[src/rtl/wb_burst_master.sv]
// Wishbone B3 master: single or incrementing-burst transfers with bounded retry and error abort.
// Optional WB_MASTER_TIMEOUT_EN adds a no-response timeout and the timeout_o port.
module wb_burst_master #(
    parameter int dw        = 32,
    parameter int aw        = 32,
    parameter int BL_W      = 4,
    parameter int MAX_RETRY = 3,
    parameter int RETRY_DLY = 4,
    parameter int TIMEOUT   = 255
) (
    input  logic            wb_clk,
    input  logic            wb_rst,
    output logic [aw-1:0]   wb_adr_o,
    output logic [dw-1:0]   wb_dat_o,
    output logic [dw/8-1:0] wb_sel_o,
    output logic            wb_we_o,
    output logic            wb_cyc_o,
    output logic            wb_stb_o,
    output logic [2:0]      wb_cti_o,
    output logic [1:0]      wb_bte_o,
    input  logic [dw-1:0]   wb_dat_i,
    input  logic            wb_ack_i,
    input  logic            wb_err_i,
    input  logic            wb_rty_i,
    input  logic            start,
    input  logic [aw-1:0]   address,
    input  logic [dw/8-1:0] selection,
    input  logic            write,
    input  logic [BL_W-1:0] burst_len,
    input  logic [dw-1:0]   data_wr,
    output logic            data_wr_pop,
    output logic [dw-1:0]   data_rd,
    output logic            data_rd_valid,
    output logic            active,
    output logic            done,
    output logic            error,
`ifdef WB_MASTER_TIMEOUT_EN
    output logic            timeout_o,
`endif
    output logic [1:0]      state_dbg
);

    // Handshake: start is taken only in IDLE (active=0); data_wr is the head of the
    // caller's source and is consumed on the cycle data_wr_pop pulses.
    typedef enum logic [1:0] {IDLE, BUS, RTY_WAIT, FAIL} state_t;

    localparam int RW  = $clog2(MAX_RETRY + 1);
    localparam int DLW = $clog2(RETRY_DLY + 1);
    localparam logic [aw-1:0] STEP = aw'(dw / 8);
    localparam logic [2:0] CTI_CLASSIC = 3'b000;
    localparam logic [2:0] CTI_INCR    = 3'b010;
    localparam logic [2:0] CTI_END     = 3'b111;

    state_t          state_q, state_d;
    logic [BL_W-1:0] beats_left;
    logic [RW-1:0]   retry_cnt;
    logic [DLW-1:0]  dly_cnt;
    logic            launch, beat, last_beat, go_rty, go_fail, reissue;

`ifdef WB_MASTER_TIMEOUT_EN
    localparam int TW = $clog2(TIMEOUT + 1);
    logic [TW-1:0] to_cnt;
    logic          tmo;
`endif

    assign wb_bte_o  = 2'b00;
    assign state_dbg = state_q;

    always_comb begin
        state_d   = state_q;
        launch    = 1'b0;
        beat      = 1'b0;
        last_beat = 1'b0;
        go_rty    = 1'b0;
        go_fail   = 1'b0;
        reissue   = 1'b0;
`ifdef WB_MASTER_TIMEOUT_EN
        tmo       = 1'b0;
`endif
        case (state_q)
            IDLE: begin
                if (start) begin
                    launch  = 1'b1;
                    state_d = BUS;
                end
            end
            BUS: begin
                // err outranks rty, which outranks ack; only a lone ack moves a beat
                if (wb_err_i) begin
                    go_fail = 1'b1;
                    state_d = FAIL;
                end else if (wb_rty_i) begin
                    if (retry_cnt == RW'(MAX_RETRY - 1)) begin
                        go_fail = 1'b1;
                        state_d = FAIL;
                    end else begin
                        go_rty  = 1'b1;
                        state_d = RTY_WAIT;
                    end
                end else if (wb_ack_i) begin
                    beat = 1'b1;
                    if (beats_left == '0) begin
                        last_beat = 1'b1;
                        state_d   = IDLE;
                    end
                end
`ifdef WB_MASTER_TIMEOUT_EN
                else if (to_cnt == TW'(TIMEOUT - 1)) begin
                    tmo     = 1'b1;
                    go_fail = 1'b1;
                    state_d = FAIL;
                end
`endif
            end
            RTY_WAIT: begin
                if (dly_cnt == DLW'(RETRY_DLY - 1)) begin
                    reissue = 1'b1;
                    state_d = BUS;
                end
            end
            default: state_d = IDLE;
        endcase
    end

    always_ff @(posedge wb_clk) begin
        if (wb_rst) begin
            state_q       <= IDLE;
            wb_adr_o      <= '0;
            wb_dat_o      <= '0;
            wb_sel_o      <= '0;
            wb_we_o       <= 1'b0;
            wb_cyc_o      <= 1'b0;
            wb_stb_o      <= 1'b0;
            wb_cti_o      <= CTI_CLASSIC;
            data_wr_pop   <= 1'b0;
            data_rd       <= '0;
            data_rd_valid <= 1'b0;
            active        <= 1'b0;
            done          <= 1'b0;
            error         <= 1'b0;
            beats_left    <= '0;
            retry_cnt     <= '0;
            dly_cnt       <= '0;
        end else begin
            state_q       <= state_d;
            data_wr_pop   <= 1'b0;
            data_rd_valid <= 1'b0;
            done          <= 1'b0;
            error         <= 1'b0;
            if (state_q == RTY_WAIT) dly_cnt <= dly_cnt + 1'b1;
            if (launch) begin
                wb_adr_o    <= address;
                wb_sel_o    <= selection;
                wb_we_o     <= write;
                beats_left  <= burst_len;
                wb_dat_o    <= data_wr;
                data_wr_pop <= write;
                wb_cyc_o    <= 1'b1;
                wb_stb_o    <= 1'b1;
                active      <= 1'b1;
                retry_cnt   <= '0;
                wb_cti_o    <= (burst_len == '0) ? CTI_CLASSIC : CTI_INCR;
            end
            if (beat) begin
                wb_adr_o <= wb_adr_o + STEP;
                if (!wb_we_o) begin
                    data_rd       <= wb_dat_i;
                    data_rd_valid <= 1'b1;
                end
                if (last_beat) begin
                    wb_cyc_o <= 1'b0;
                    wb_stb_o <= 1'b0;
                    active   <= 1'b0;
                    done     <= 1'b1;
                end else begin
                    beats_left <= beats_left - 1'b1;
                    wb_cti_o   <= (beats_left == BL_W'(1)) ? CTI_END : CTI_INCR;
                    if (wb_we_o) begin
                        wb_dat_o    <= data_wr;
                        data_wr_pop <= 1'b1;
                    end
                end
            end
            if (go_rty) begin
                wb_cyc_o  <= 1'b0;
                wb_stb_o  <= 1'b0;
                retry_cnt <= retry_cnt + 1'b1;
                dly_cnt   <= '0;
            end
            if (go_fail) begin
                wb_cyc_o <= 1'b0;
                wb_stb_o <= 1'b0;
                active   <= 1'b0;
                done     <= 1'b1;
                error    <= 1'b1;
            end
            // Re-issue keeps address, cti and wb_dat_o of the beat that was retried
            if (reissue) begin
                wb_cyc_o <= 1'b1;
                wb_stb_o <= 1'b1;
            end
        end
    end

`ifdef WB_MASTER_TIMEOUT_EN
    always_ff @(posedge wb_clk) begin
        if (wb_rst) begin
            to_cnt    <= '0;
            timeout_o <= 1'b0;
        end else begin
            timeout_o <= tmo;
            if (state_q == BUS && !(wb_ack_i || wb_err_i || wb_rty_i))
                to_cnt <= to_cnt + 1'b1;
            else
                to_cnt <= '0;
        end
    end
`endif

endmodule
[config.mk]
export PLATFORM = sky130hd
export DESIGN_NAME = wb_burst_master
export DESIGN_NICKNAME = d
export VERILOG_FILES = /design/src/rtl/wb_burst_master.sv
export SDC_FILE = /design/constraint.sdc
export NUM_CORES = 1
export LEC_CHECK = 0
export CAP_MARGIN = 20
export CORE_MARGIN = 2
export CORE_UTILIZATION = 42
export CTS_CLUSTER_SIZE = 20
export DETAILED_ROUTE_END_ITERATION = 7
export PLACE_DENSITY_LB_ADDON = 0.08
export SLEW_MARGIN = 20
export SYNTH_ARGS = -nofsm -noshare
export SYNTH_HDL_FRONTEND = slang
export SYNTH_SLANG_ARGS = --single-unit
export TNS_END_PERCENT = 30
[constraint.sdc]
create_clock -name wb_clk -period 2.4 [get_ports wb_clk]
set_input_delay 0.24 -clock wb_clk [delete_from_list [all_inputs] [get_ports wb_clk]]
set_output_delay 0.24 -clock wb_clk [all_outputs]
set_load 0.03 [all_outputs]
==> Word-level counts from Yosys, hierarchy flattened <==
Index checks and enable logic that the tools add are counted.
{ "totals": {"elab_cells": 111, "reg_bits": 122} }
{ "op_classes": {"eq_ne": 9, "n_mux": 69, "reduce_logical": 10, "add_sub_neg": 4, "bitwise": 2} }
{ "op_table": {"columns": ["operator", "n"], "rows": [
  ["$mux W32", 6],
  ["$mux W1", 46],
  ["$add A32 B3 Y32 const B", 1],
  ["$mux W2", 9],
  ["$mux W3", 4],
  ["$mux W4", 3],
  ["$logic_not A4 Y1", 2],
  ["$ne A4 B4 Y1 const B", 2],
  ["$pmux W2 S3", 1],
  ["$reduce_or A2 Y1", 3],
  ["$eq A2 B2 Y1 const B", 2],
  ["$eq A4 B1 Y1 const B", 1],
  ["$ne A2 B2 Y1 const B", 2],
  ["$reduce_and A4 Y1", 1],
  ["$reduce_bool A2 Y1", 2],
  ["$sub A4 B1 Y4 const B", 1],
  ["$add A3 B1 Y3 const B", 1],
  ["$eq A3 B2 Y1 const B", 1],
  ["$add A2 B1 Y2 const B", 1],
  ["$eq A2 B1 Y1 const B", 1],
  ["$logic_not A2 Y1", 1],
  ["$not A1 Y1", 2],
  ["$reduce_and A2 Y1", 1]
]} }

==> Depth between registers and ports, before layout <==
{ "depth": {"depth_word": 11, "depth_mapped": 8, "mapped_depth_nobuf": 7} }

==> Least setup slack after synthesis <==
Ideal clock, no wire load.
{ "synth_timing": {"path_type": "register to register", "from": "register wb_adr_o[11]", "to": "register wb_adr_o[31]", "slack_ps": 181, "path_buffers": 0, "path_stages_with_launch": 6, "arrival_time_ps": 2140, "path_cell_list": "dfxtp_1 > and4_4 > nand3_2 > or4_1 > or4_1 > o211ai_1"} }
{ "synth_via": {"elab_chain_cells": 2} }
{ "synth_lines": {"columns": ["item", "line", "rtl"], "rows": [
  ["start, declared", "13", "output logic [aw-1:0] wb_adr_o,"],
  ["start signal, assigned", "152", "wb_adr_o <= address;"],
  ["start signal, assigned", "165", "wb_adr_o <= wb_adr_o + STEP;"],
  ["$add A32 B3 Y32", "165", null],
  ["$mux W32", "164", "if (beat) begin"]
]} }
Every way passes these cells.
A chain may end at the register's enable or synchronous reset.

==> Worst setup path in the final report <==
{ "layout_timing": {"from": "register wb_adr_o[2]", "to": "register wb_adr_o[30]"} }
Same word-level chain as after synthesis.

==> impl_metrics.json <==
{
  "ys_warn_count": 0,
  "die_w_um": 116,
  "die_height_um": 116,
  "critical_path.endpoint_type": "register",
  "area_used_by_multi_input_combinational_logic_um2": 2580,
  "placement_rows": 40,
  "gp_congestion": 0.930,
  "fp.dieArea_um2": 13300,
  "final.fill_count": 960,
  "finalSetupViolations": 0,
  "groute.usage.overall_pct": 25.2,
  "insertedDiodeCount": 0,
  "cts_tree": "built",
  "syn_area_per_cell_um2": 7.82,
  "synth.ff_latch_count": 122,
  "clock_tree.htree_level_count": 4,
  "initial_drc_count": 465,
  "rsz0062_at_grt": "false",
  "worstHoldPathCells": 2,
  "yosysUniqueCellTypes": 52,
  "portBuffers": 223,
  "grt_overflow_total": 0,
  "critPathKind": "register to register",
  "vdd_ir_drop_max_mv": 0.605,
  "final_total_negative_setup_slack_ps": 0,
  "timing.final.hold_violations": 0,
  "leakagePower_uw": 0.00300,
  "clock_buffer_depth": 2,
  "dp_worst_setup_slack_ps": 130,
  "worst_slack_ps": 212,
  "cts.sink_count": 122,
  "post_cts_buffers": 0,
  "grt_first_pass_wirelength_um": 26800,
  "timing.critical_path.fanout_max": 7,
  "cts-buffers-inserted": 17,
  "status": "complete, no violations",
  "timing.final.crit_share_pct": 91.2,
  "wirelength_um": 17100,
  "power_density_nw_per_um2": 704,
  "flow.area_growth_from_synthesis_pct": 60.3,
  "worstMarginPinSlew_ps": 731,
  "route.detailed.vias_per_inst": 5.30,
  "core_region_area_um2": 12100,
  "timing.rr.end": "wb_adr_o[30]",
  "cp_data_required_time_ps": 2710,
  "max-slew-margin-rel_pct": 51.3,
  "num_vias": 5702,
  "wire_per_inst_um": 15.9,
  "post-route-drc-count": 0,
  "finish.cell_count_without_fillers": 1075,
  "min_from": "wb_rst",
  "finalClockSkew_ps": 7.34,
  "worstHoldPathType": "input port to register",
  "final_max_slew_viol_count": 0,
  "end_point_of_the_most_critical_hold_path": "retry_cnt[1]",
  "worstRegToRegCells": 6,
  "initial_cell_density_of_the_core_pct": 43.3,
  "clk_root_buffer_cell": "sky130_fd_sc_hd__clkbuf_16",
  "final_util_pct": 69.5,
  "netlist_area_um2": 5230,
  "synthArstFlopShare_pct": 0,
  "postSynthCellCount": 668,
  "synth.yosys.seq_area_share_pct": 46.7,
  "cts-resized-gates": 0,
  "critical_path.reg2reg.startpoint": "wb_adr_o[2]",
  "holdBufCountCts": 0,
  "rrSetupSlack_ps": 210,
  "clkLatencyLatePin_ps": 410,
  "grt_antenna_before_repair": 0,
  "fmaxAchievable_mhz": 457,
  "clkTransAtPathRegs_ps": 50,
  "pin_count_of_the_biggest_net_entering_global_routing": 70,
  "drv.max_cap_violation_count": 0,
  "synth_top_flop_cell": "sky130_fd_sc_hd__dfxtp_1",
  "detailed_place_hpwl_um": 11900,
  "synth_edf_count": 0,
  "drive_gt1_share_pct": 7.50,
  "post-route-min-period_ps": 2190,
  "antenna_left": 0,
  "critical_path.startpoint_type": "register",
  "grt_pass1_vias": 5461,
  "final-seq-area_um2": 2440,
  "place_inst": 1044,
  "wp_data_arrival_ps": 2500,
  "drt_first_pass_iters": 7,
  "io-pin-count": 226,
  "final_nets": 1013
}
kinds of logic (layout without fill, tap and decap cells):
family,Yosys count,count (layout),synth area share (%)
AOI/OAI and AO/OA,169,169,18.6
muxes,4,4,0.838
xor gates and xnor gates,9,9,1.51
adders and majority gates,7,7,1.68
DFF,122,122,46.7
and+or+nand+nor,302,302,26.4
other,1,2,0.0718
buffers and inverters,54,292,4.17
placed cells by master (no fill, tap or decap), types with 4 or more instances in the layout:
cell,netlist,layout
sky130_fd_sc_hd__clkdlybuf4s50_1,0,222
sky130_fd_sc_hd__o21ai_0,18,18
sky130_fd_sc_hd__clkbuf_16,0,17
sky130_fd_sc_hd__nor3_1,12,12
sky130_fd_sc_hd__inv_1,8,8
sky130_fd_sc_hd__or4_1,4,4
sky130_fd_sc_hd__nand2_1,170,170
sky130_fd_sc_hd__clkbuf_1,35,4
sky130_fd_sc_hd__nor4_1,11,11
sky130_fd_sc_hd__nand3_1,18,18
sky130_fd_sc_hd__buf_4,2,26
sky130_fd_sc_hd__a221oi_1,6,6
sky130_fd_sc_hd__nand4_1,11,11
sky130_fd_sc_hd__dfxtp_1,122,122
sky130_fd_sc_hd__a211oi_1,5,5
sky130_fd_sc_hd__a21oi_1,108,107
sky130_fd_sc_hd__o211ai_1,4,4
sky130_fd_sc_hd__buf_12,0,5
sky130_fd_sc_hd__ha_1,7,7
sky130_fd_sc_hd__o22ai_1,6,6
sky130_fd_sc_hd__nor2_1,34,33
sky130_fd_sc_hd__xnor2_1,7,7
sky130_fd_sc_hd__a22oi_1,4,4
sky130_fd_sc_hd__and2_1,5,5
sky130_fd_sc_hd__and3_1,17,17
Yosys cell counts (3+ instances only):
library cell,count,area (µm²)
sky130_fd_sc_hd__a211oi_1,5,37.5
sky130_fd_sc_hd__a21oi_1,108,541
sky130_fd_sc_hd__a221oi_1,6,52.6
sky130_fd_sc_hd__a222oi_1,3,30.0
sky130_fd_sc_hd__a22oi_1,4,30.0
sky130_fd_sc_hd__a32oi_1,3,26.3
sky130_fd_sc_hd__and2_1,5,31.3
sky130_fd_sc_hd__and3_1,17,106
sky130_fd_sc_hd__buf_1,3,11.3
sky130_fd_sc_hd__buf_2,5,25.0
sky130_fd_sc_hd__clkbuf_1,35,131
sky130_fd_sc_hd__dfxtp_1,122,2440
sky130_fd_sc_hd__ha_1,7,87.6
sky130_fd_sc_hd__inv_1,8,30.0
sky130_fd_sc_hd__mux2_2,3,33.8
sky130_fd_sc_hd__nand2_1,170,638
sky130_fd_sc_hd__nand3_1,18,90.1
sky130_fd_sc_hd__nand4_1,11,68.8
sky130_fd_sc_hd__nor2_1,34,128
sky130_fd_sc_hd__nor3_1,12,60.1
sky130_fd_sc_hd__nor4_1,11,68.8
sky130_fd_sc_hd__o211ai_1,4,30.0
sky130_fd_sc_hd__o21ai_0,18,90.1
sky130_fd_sc_hd__o22ai_1,6,37.5
sky130_fd_sc_hd__o31a_1,3,26.3
sky130_fd_sc_hd__or3_1,3,18.8
sky130_fd_sc_hd__or4_1,4,30.0
sky130_fd_sc_hd__xnor2_1,7,61.3
flip-flops by register name, indices dropped and copies added (netlist names), 2 cells and up:
signal and cells:
data_rd 32, wb_adr_o 32, wb_dat_o 32, beats_left 4, wb_sel_o 4, dly_cnt 3
wb_cti_o 3, retry_cnt 2, state_dbg 2
per-layer routing:
layer	track usage, %	share of wire, %	vias up
met5	0	0	-
met4	9.64	1.9	0
met3	9.73	9.6	30
met2	39.8	47	254
met1	31.3	41	2633
li1	-	-	2785
worst max-delay path, stage by stage, from the launching register on:
cell and delay [ps]:
sky130_fd_sc_hd__dfxtp_1 460, sky130_fd_sc_hd__ha_1 290, sky130_fd_sc_hd__and3_1 260, sky130_fd_sc_hd__nand4_1 200, sky130_fd_sc_hd__nor4_1 480, sky130_fd_sc_hd__xnor2_1 110, sky130_fd_sc_hd__a221oi_1 290
how the worst max path moves through the flow:
stage / start / endpoint / cells after the start
global placement: wb_rty_i / wb_adr_o[31] / 5
CTS: wb_adr_o[11] / wb_adr_o[31] / 5
floorplan: wb_adr_o[11] / wb_adr_o[31] / 5
finish: wb_adr_o[2] / wb_adr_o[30] / 6
detailed placement: wb_rty_i / wb_dat_o[11] / 8
global route: wb_adr_o[2] / wb_adr_o[28] / 6
report_power, final:
part	switching, µW	internal [µW]	total (µW)
clock	864	1710	2570
combinational	570	506	1080
sequential	109	2140	2250
layout make-up:
type / instances / area share (%)
multi-input cells: 493 / 30.8
repair buffers: 253 / 30.1
flip-flops and latches: 122 / 29.2
clock buffers: 24 / 5.75
well taps: 168 / 2.51
clock inverters: 7 / 1.37
inverters: 8 / 0.358
per-stage QoR:
step	hold slack [ps]	area [µm²]	total power (µW)
floorplan	376	5230	2810
global placement	437	7780	3340
detailed placement	443	7780	3360
CTS	121	8380	5930
global route	130	8380	6140
finish	132	8380	5900
Note: power is estimated with default switching activity, not from simulation.
